<file path="src/rtl/dds_quarter_lut.sv">
// Quarter-wave sine/cosine lookup stage: folds the phase into one quadrant,
// reads a registered quarter-table PROM and restores the sign of the result.
module dds_quarter_lut #(
  parameter int PHASE_W = 13,
  parameter int ADDR_W  = 11,
  parameter int DATA_W  = 24,
  parameter int OUT_W   = 32,
  parameter int ROM_LAT = 2,
  parameter int CNT_W   = 16
) (
  input  logic                     Fg_CLK,
  input  logic                     RESETn,
  input  logic                     clr,
  input  logic                     in_valid,
  input  logic [PHASE_W-1:0]       in_phase,
  input  logic                     in_sel,
  output logic [ADDR_W-1:0]        rom_addr,
  output logic                     rom_ce,
  input  logic [DATA_W-1:0]        rom_data,
  output logic                     out_valid,
  output logic signed [OUT_W-1:0]  out_data,
  output logic                     out_sel,
  output logic [CNT_W-1:0]         out_count
);

  localparam logic [PHASE_W-1:0] QTR = PHASE_W'(1) << (PHASE_W - 2);

  // Returns {sign, address}; odd quadrants walk the table backwards.
  function automatic logic [ADDR_W:0] fold_phase(input logic [PHASE_W-1:0] phase,
                                                 input logic sel);
    logic [PHASE_W-1:0] p;
    logic [ADDR_W-1:0]  idx;
    p   = sel ? phase + QTR : phase;
    idx = p[ADDR_W-1:0];
    return {p[PHASE_W-1], p[PHASE_W-2] ? ~idx : idx};
  endfunction

  function automatic logic signed [OUT_W-1:0] signed_align(input logic [DATA_W-1:0] m,
                                                           input logic neg);
    logic signed [OUT_W-1:0] mag;
    mag = signed'(OUT_W'(m) << (OUT_W - 1 - DATA_W));
    return neg ? -mag : mag;
  endfunction

  logic [ADDR_W:0]         fold_d;
  logic signed [OUT_W-1:0] data_d;

  logic [ADDR_W-1:0]       addr_q;
  logic [ROM_LAT:0]        vld_q;
  logic [ROM_LAT:0]        sgn_q;
  logic [ROM_LAT:0]        sel_q;
  logic                    out_valid_q;
  logic signed [OUT_W-1:0] out_data_q;
  logic                    out_sel_q;
  logic [CNT_W-1:0]        cnt_q;

  assign fold_d = fold_phase(in_phase, in_sel);
  assign data_d = signed_align(rom_data, sgn_q[ROM_LAT]);

  always_ff @(posedge Fg_CLK or negedge RESETn) begin
    if (!RESETn) begin
      addr_q      <= '0;
      vld_q       <= '0;
      sgn_q       <= '0;
      sel_q       <= '0;
      out_valid_q <= 1'b0;
      out_data_q  <= '0;
      out_sel_q   <= 1'b0;
      cnt_q       <= '0;
    end else if (clr) begin
      vld_q       <= '0;
      out_valid_q <= 1'b0;
      cnt_q       <= '0;
    end else begin
      // Stage 0: fold and register the PROM address
      if (in_valid) begin
        addr_q <= fold_d[ADDR_W-1:0];
      end
      // Delay line: index k holds the sample k clocks past stage 0
      vld_q <= {vld_q[ROM_LAT-1:0], in_valid};
      sgn_q <= {sgn_q[ROM_LAT-1:0], in_valid ? fold_d[ADDR_W] : sgn_q[0]};
      sel_q <= {sel_q[ROM_LAT-1:0], in_valid ? in_sel : sel_q[0]};
      // Output stage: sign restore, aligned with returning PROM data
      out_valid_q <= vld_q[ROM_LAT];
      if (vld_q[ROM_LAT]) begin
        out_data_q <= data_d;
        out_sel_q  <= sel_q[ROM_LAT];
        cnt_q      <= cnt_q + 1'b1;
      end
    end
  end

  assign rom_addr  = addr_q;
  assign rom_ce    = vld_q[0];
  assign out_valid = out_valid_q;
  assign out_data  = out_data_q;
  assign out_sel   = out_sel_q;
  assign out_count = cnt_q;

endmodule

</file>
<file path="config.mk">
export PLATFORM = sky130hd
export DESIGN_NAME = dds_quarter_lut
export DESIGN_NICKNAME = d
export VERILOG_FILES = /design/src/rtl/dds_quarter_lut.sv
export SDC_FILE = /design/constraint.sdc
export NUM_CORES = 1
export LEC_CHECK = 0
export BUFFER_PORTS_ARGS = -buffer_cell sky130_fd_sc_hd__buf_2
export CAP_MARGIN = 40
export CORE_ASPECT_RATIO = 0.75
export CORE_MARGIN = 8
export CORE_UTILIZATION = 30
export DETAILED_ROUTE_END_ITERATION = 6
export GPL_TIMING_DRIVEN = 0
export MAX_ROUTING_LAYER = met4
export PLACE_DENSITY_LB_ADDON = 0.25
export SLEW_MARGIN = 20
export SYNTH_ARGS = -nofsm -noshare
export SYNTH_HDL_FRONTEND = slang
export SYNTH_SLANG_ARGS = --single-unit
</file>
<file path="constraint.sdc">
create_clock -name Fg_CLK -period 1.85 [get_ports Fg_CLK]
set_clock_uncertainty 0.15 [all_clocks]
set_input_delay 0.0925 -clock Fg_CLK [delete_from_list [all_inputs] [get_ports Fg_CLK]]
set_output_delay 0.0925 -clock Fg_CLK [all_outputs]
set_load 0.05 [all_outputs]
</file>
* Yosys cells after proc, flatten, opt, wreduce, memory -nomap -nowiden
Cells that the tools add are included.
** Word-level totals
- Bits in registers :: 70
- Input bits :: 42
- Output and inout port bits :: 62
** Operators by class
- Add/subtract/negate cells :: 3
- Mux-type cells :: 7
- Bitwise operators :: 2
- Reduce and logical (&&, ||, !) cells :: 3
** Operator list (number)
- $mux W16 :: 2
- $mux W32 :: 1
- $neg A31 Y32 :: 1
- $add A16 B1 Y16 const B :: 1
- $add A13 B12 Y13 const B :: 1
- $mux W13 :: 1
- $mux W11 :: 1
- $not A11 Y11 :: 1
- $reduce_and A2 Y1 :: 2
- $mux W3 :: 1
- $reduce_bool A2 Y1 :: 1
- $mux W1 :: 1
- $not A1 Y1 :: 1

* Depth between registers and ports, before layout
Gate-level depths: netlist of run 1.
- Depth in word-level cells :: 4
- Depth in mapped cells :: 7
- Depth with buffers taken out :: 7

* Least setup slack after synthesis of run 1
OpenSTA, ideal clock, no wires.
- Path kind :: flip-flop to flip-flop
- Start point :: reg cnt_q[0], in the netlist out_count[0]
- End point :: reg cnt_q[6], in the netlist out_count[6]
- Data arrival time :: 1.541 ns
- Slack :: 0.028 ns
- Cell stages (with the launch flop) :: 7
- Buffers on the path :: 1
- Cells stage by stage :: dfrtp_1 > ha_1 > and3_1 > clkbuf_1 > nand4_1 > xor2_1 > nor2_1
** On the way
- Word-level cells in the longest chain between the ends :: 3
** Ends and longest elaborated chain
- from (decl) :: line 55 : logic [CNT_W-1:0] cnt_q;
- from (signal assigned) :: line 88 : cnt_q <= cnt_q + 1'b1;
- $add A16 B1 Y16 :: line 88
- $mux W16 :: line 85 : if (vld_q[ROM_LAT]) begin
- $mux W16 :: line 70 : end else if (clr) begin
No other way between the ends. The select of a mux whose other input is x is not followed.
A chain may end at the register's enable or synchronous reset.

* Final worst setup path of run 1
- Start point :: in rom_data[21]
- End point :: reg out_data_q[30], in the netlist out_data[30]
** On the way
- Word-level cells in the longest chain between the ends :: 2
** Ends and longest elaborated chain
- from (decl) :: line 19 : input logic [DATA_W-1:0] rom_data,
- $neg A31 Y32 :: line 42 : return neg ? -mag : mag;
- $mux W32 :: line 42
- to (signal assigned) :: line 86 : out_data_q <= data_d;
- to (decl) :: line 53 : logic signed [OUT_W-1:0] out_data_q;
No other way between the ends.

==> run_results.csv, run 1 <==
group,metric,value,unit
run_status,outcome,"finished, final reports clean",
floorplan,die_y,105,um
placement,place.gp.congestion,0.865,
timing,fin_setup_tns,0,ps
global_routing,grt_pass1_wl,14600,um
floorplan,initial_core_util,30.6,%
pwr,power.density,1110,nW/um^2
cts,clockBufferDepth,2,
timing,fmax,568,MHz
drt,ant_nets,0,
logic_synthesis,ys_seq_area_share,50.3,%
floorplan,core,10200,um^2
pwr,ir_drop,0.501,mV
placement,dp_cells,561,
timing,min_period,1760,ps
setup_path,critPathLaunchType,"primary input",
layout,syn2layout_area_growth,41.9,%
setup_path,crit_path_end_kind,"flip-flop",
cts,htree_levels,3,
logic_synthesis,syn_area,3140,um^2
cts,clock_latency,320,ps
timing,worst_pin_slew,578,ps
setup_path,cp.required,1890,ps
logic_synthesis,yosysWarnings,0,
timing,slew_violations,0,
layout,final_common_cell,"buf_2",
drt,dr.pass1.iters,4,
min_path,hold_class,"primary input to flip-flop",
cts,cts_buffers,9,
setup_path,crit_chain,"dlygate4sd3_1 > buf_2 > or4_4 > o31ai_4 > xor2_1 > o21ai_1",
timing,timing.final.crit_share,95.1,%
layout,final_cell_mix,"96 x buf_2, 63 x dfrtp_1, 53 x nand2_1",
drt,finalWirelength,8930,um
run,drv_cap,0,
floorplan,io_pins,104,
cts,clockRootBuffer,"clkbuf_16",
global_routing,overflow,0,
timing,finalHoldViolCount,0,
pwr,p_leak,0.00215,uW
layout,n_fill_cell,1043,
global_routing,antenna_found_initial,0,
timing,rsz0062_at_grt,"true",
setup_path,critPathMaxFanout,3,
logic_synthesis,synth.distinct_cells,37,
drt,vias,2761,
setup_path,critPathArrivalTime,1800,ps
setup_path,worstSetupPathType,"primary input to flip-flop",
placement,dp_hpwl,6610,um
setup_path,crit_path_top_delay_cell,"or4_4",
layout,fin_nets,515,
floorplan,dieArea,14000,um^2
setup_path,cp_slowest_stage_delay,570,ps
layout,drive_gt1_share,28.7,%
cts,cts_tree,"done",
logic_synthesis,synth_cells,322,
logic_synthesis,yosys_register_bits,63,
drt,wl_per_cell,14.6,um
cts,cts.sinks,63,
logic_synthesis,avgSynthCellArea,9.74,um^2
placement,port_buffers,96,
layout,fin_util,43.4,%
timing,finalSetupViolCount,0,
layout,diodes,0,
global_routing,grt_start_max_net_pins,34,
cts,clk_pin_slew,50,ps
drt,drc,0,
floorplan,core.rowCount,32,
drt,drt_iter0_markers,93,
layout,fin_cells,610,
drt,vias_per_cell,4.53,
timing,relSlewSlack,61.1,%
floorplan,die_w,134,um
global_routing,first_global_vias,2829,
global_routing,grtUsageTotal,13.3,%
[power breakdown]
group | internal (uW) | switching, uW
sequential | 1620 | 126
clock | 886 | 550
combinational | 473 | 1260
total | 2980 | 1940
[final timing paths]
check                             start             to  slack (ps)  cells past startpoint
max in group asynchronous        RESETn  out_count[11]         920                      3
max                        rom_data[21]   out_data[30]          90                      6
min                        rom_data[19]   out_data[26]          20                      4
max reg2reg                    sgn_q[2]   out_data[16]         150                      5
min in group asynchronous        RESETn   out_data[13]         110                      2
min reg2reg                    vld_q[1]       vld_q[2]         310                      1
[through the flow]
stage | power (uW) | worst slack (ps) | instance area (um^2) | hold WS [ps]
3_3_place_gp | 3420 | -196 | 3810 | 229
4_1_cts | 5000 | 32.4 | 4430 | 4.16
2_1_floorplan | 2970 | 27.6 | 3160 | -353
5_1_grt | 5200 | -13.7 | 4450 | 44.4
3_5_place_dp | 3450 | -248 | 3830 | -90.5
6_report | 4920 | 90.8 | 4450 | 18.5
[sequential cells by signal, summed over array words and instances, names as in the netlist]
register and flops:
out_count 16, out_data 25, out_sel 1, out_valid 1, rom_addr 11, sel_q 3, sgn_q 3, vld_q 3
[synthesized netlist by cell type, drive strengths merged]
library cell | n | area [um^2]
dfrtp | 63 | 1580
nand2 | 53 | 199
o21ai | 45 | 225
xor2 | 31 | 272
nor2 | 19 | 71.3
xnor2 | 16 | 140
clkbuf | 14 | 52.6
buf | 9 | 61.3
nand4 | 8 | 56.3
o31ai | 8 | 73.8
nand3 | 7 | 35.0
mux2 | 6 | 67.6
inv | 5 | 18.8
nand2b | 5 | 31.3
or4 | 4 | 37.5
and3 | 3 | 18.8
nor2b | 3 | 18.8
nor3 | 3 | 20.0
nor4 | 3 | 25.0
a21oi | 2 | 10.0
and2 | 2 | 12.5
and4 | 2 | 17.5
ha | 2 | 25.0
mux2i | 2 | 20.0
o41ai | 2 | 17.5
or3 | 2 | 12.5
conb | 1 | 3.75
nor4b | 1 | 8.76
o211ai | 1 | 7.51
[worst max-delay path, delay by kind of cell]
kind	cells	cell delay (ps)
AO/OA/AOI/OAI	2	290
XOR/XNOR	1	170
buffers and inverters	2	680
AND/OR/NAND/NOR	1	570
[routing by layer]
metal | track usage (%) | up-vias | part of all wire, %
met5 | - | - | 0
met4 | 4.40 | 0 | 1.6
met3 | 4.07 | 11 | 5.7
met2 | 19.8 | 73 | 44
met1 | 16.9 | 1304 | 49
li1 | - | 1373 | -
[cell type report]
class	count	area (um^2)	share of cell area, %
clock buffers	12	236	5.32
well taps	136	170	3.83
inverters	5	18.8	0.422
multi-input cells	237	1460	32.9
flip-flops and latches	63	1580	35.4
clock inverters	2	10.0	0.225
repair buffers	132	853	19.2
plain buffers	23	121	2.73
[kinds of logic after synthesis]
family	after synthesis	share of synthesized area, %
AO/OA/AOI/OAI	58	10.7
AND/OR/NAND/NOR	115	18.0
other	1	0.120
flip-flops	63	50.3
multiplexers	8	2.79
buffers and inverters	28	4.23
adder cells (fa/ha/maj)	2	0.798
XOR/XNOR	47	13.1
[timing repair]
item | 4_1_cts | 5_1_grt
buffers inserted | 0 | 0
gates resized for setup | 1 | 12
hold endpoints to repair | 100 | 0
hold buffers | 35 | 0
endpoints found under the setup margin | 1 | 11
Power figures use the tool's default switching activity.
==> run 2: changes to the inputs <==
Settings changed: REMOVE_ABC_BUFFERS set to 1.
==> run 2 against run 1 <==
  * Register-to-register slack better by 40 ps
  * Routed wire length fell by 8.3%
  * Combinational power decreased by 5%
  * Critical endpoint is now out_data[31]
  * Largest cell class unchanged
  * Highest routed layer unchanged
==> run_results.csv, run 2 (synthesis results as in run 1) <==
group,metric,value,unit
run_status,outcome,"finished, final reports clean",
floorplan,core,10200,um^2
layout,largest_reg_flops,25,
min_path,min-delay-start,"rom_data[11]",
layout,drive_gt1_share,28.8,%
timing,worst_pin_slew,773,ps
layout,syn2layout_area_growth,40.5,%
layout,fin_nets,492,
timing,slew_violations,0,
run,drv_cap,0,
drt,dr.pass1.iters,4,
setup_path,critPathMaxFanout,3,
timing,min_period,1740,ps
drt,wl_per_cell,13.9,um
global_routing,first_global_vias,2714,
timing,fmax,575,MHz
placement,port_buffers,96,
min_path,hold_class,"primary input to flip-flop",
min_path,hold_depth,3,
drt,finalWirelength,8190,um
setup_path,crit_chain,"dlygate4sd3_1 > buf_2 > or4_4 > o31ai_1 > o21ai_1",
floorplan,initial_core_util,30.6,%
pwr,total_power,5110,uW
cts,clk_pin_slew,50,ps
timing,finalHoldViolCount,0,
min_path,whs_endpoint,"out_data[18]",
floorplan,die_w,134,um
setup_path,timing.rr.start,"vld_q[2]",
pwr,ir_drop,0.568,mV
pwr,p_leak,0.00212,uW
setup_path,crit_path_top_delay_cell,"or4_4",
cts,clockRootBuffer,"clkbuf_16",
floorplan,core.rowCount,32,
layout,diodes,0,
timing,fin_ws,112,ps
timing,finalSetupViolCount,0,
floorplan,die_y,105,um
cts,clock_latency,320,ps
layout,final_common_cell,"buf_2",
setup_path,crit_family,"buffers and inverters",
cts,clockBufferDepth,2,
floorplan,io_pins,104,
drt,drt_iter0_markers,85,
setup_path,crit_path_end_kind,"flip-flop",
cts,cts_buffers,9,
setup_path,crit_buf_inv,2,
placement,place.gp.congestion,0.767,
drt,ant_nets,0,
global_routing,grtUsageTotal,12.4,%
global_routing,grt_start_max_net_pins,43,
cts,cts.sinks,63,
layout,n_fill_cell,1031,
setup_path,worst_r2r_endpoint,"out_count[15]",
placement,dp_hpwl,5900,um
floorplan,dieArea,14000,um^2
placement,preCtsSetupSlack,-244,ps
layout,fin_cells,588,
timing,timing.final.crit_share,93.9,%
placement,dp_cells,539,
global_routing,antenna_found_initial,0,
timing,whs,13.5,ps
cts,cts_tree,"done",
setup_path,rrSetupSlack,190,ps
setup_path,cp_slowest_stage_delay,550,ps
cts,htree_levels,3,
timing,rsz0062_at_grt,"false",
layout,final_cell_mix,"95 x buf_2, 62 x dfrtp_1, 53 x nand2_1",
drt,vias_per_cell,4.51,
setup_path,critPathLaunchType,"primary input",
global_routing,grt_pass1_wl,13800,um
setup_path,worstSetupPathType,"primary input to flip-flop",
setup_path,cp.required,1900,ps
global_routing,overflow,0,
setup_path,r2r_cells,4,
drt,drc,0,
drt,vias,2653,
setup_path,critPathArrivalTime,1780,ps
pwr,power.density,1160,nW/um^2
timing,relSlewSlack,48.4,%
run 2: cell count changes in the layout (fill, tap and decap cells not counted), moves of 2 or more:
cell	delta
clkbuf_8	+2
clkbuf_1	-11
buf_16	+2
buf_4	-6
clkbuf_2	-6
dlygate4sd3_1	-2
run 2: how the worst max path moves through the flow:
stage	cells after the start	from	slack [ps]	to
after floorplan	4	vld_q[2]	-140	out_data[26]
after global placement	5	clr	-940	out_data[26]
after detailed placement	8	rom_data[0]	-240	out_data[29]
after CTS	8	rom_data[0]	90	out_data[29]
after global routing	5	in_sel	30	rom_addr[2]
final	5	rom_data[21]	110	out_data[31]
run 2: power breakdown:
part | internal, uW | switching, uW
registers | 1620 | 159
clock network | 1100 | 578
logic | 450 | 1200
total | 3170 | 1940
run 2: metal layers:
layer / vias to the layer above / global-route usage, % / part of all wire [%]
met4: 0 / 4.16 / 1.1
met2: 55 / 18.8 / 47
met1: 1263 / 15.5 / 47
li1: 1328 / - / -
met3: 7 / 3.64 / 4.8
met5: - / - / 0
run 2: timing repair:
action,in CTS,in global routing
hold buffers,33,0
hold endpoints to repair,96,0
gates resized for setup,0,2
endpoints found under the setup margin,0,4
buffers inserted,0,1
run 2: area by class of cell:
cell class	count	area [um^2]	share of cell area, %
Sequential cell	63	1580	35.8
Multi-Input combinational cell	237	1470	33.3
Timing Repair Buffer	132	876	19.9
Clock buffer	11	253	5.74
Tap cell	136	170	3.86
Clock inverter	4	45.0	1.02
Inverter	5	18.8	0.426
run 2: metrics by stage:
stage	area (um^2)	TNS, ps	util (%)
detailed placement	3760	-870	36.7
CTS	4390	0	42.8
floorplan	3040	-138	-
global placement	3690	-15900	36.0
finish	4410	0	43.0
global route	4410	0	43.0
run 2: worst reg2reg max path, delay by kind of cell, from the launching register on:
family / cells / cell delay, ps
xor gates and xnor gates: 1 / 150
and+or+nand+nor: 3 / 760
DFF: 1 / 460
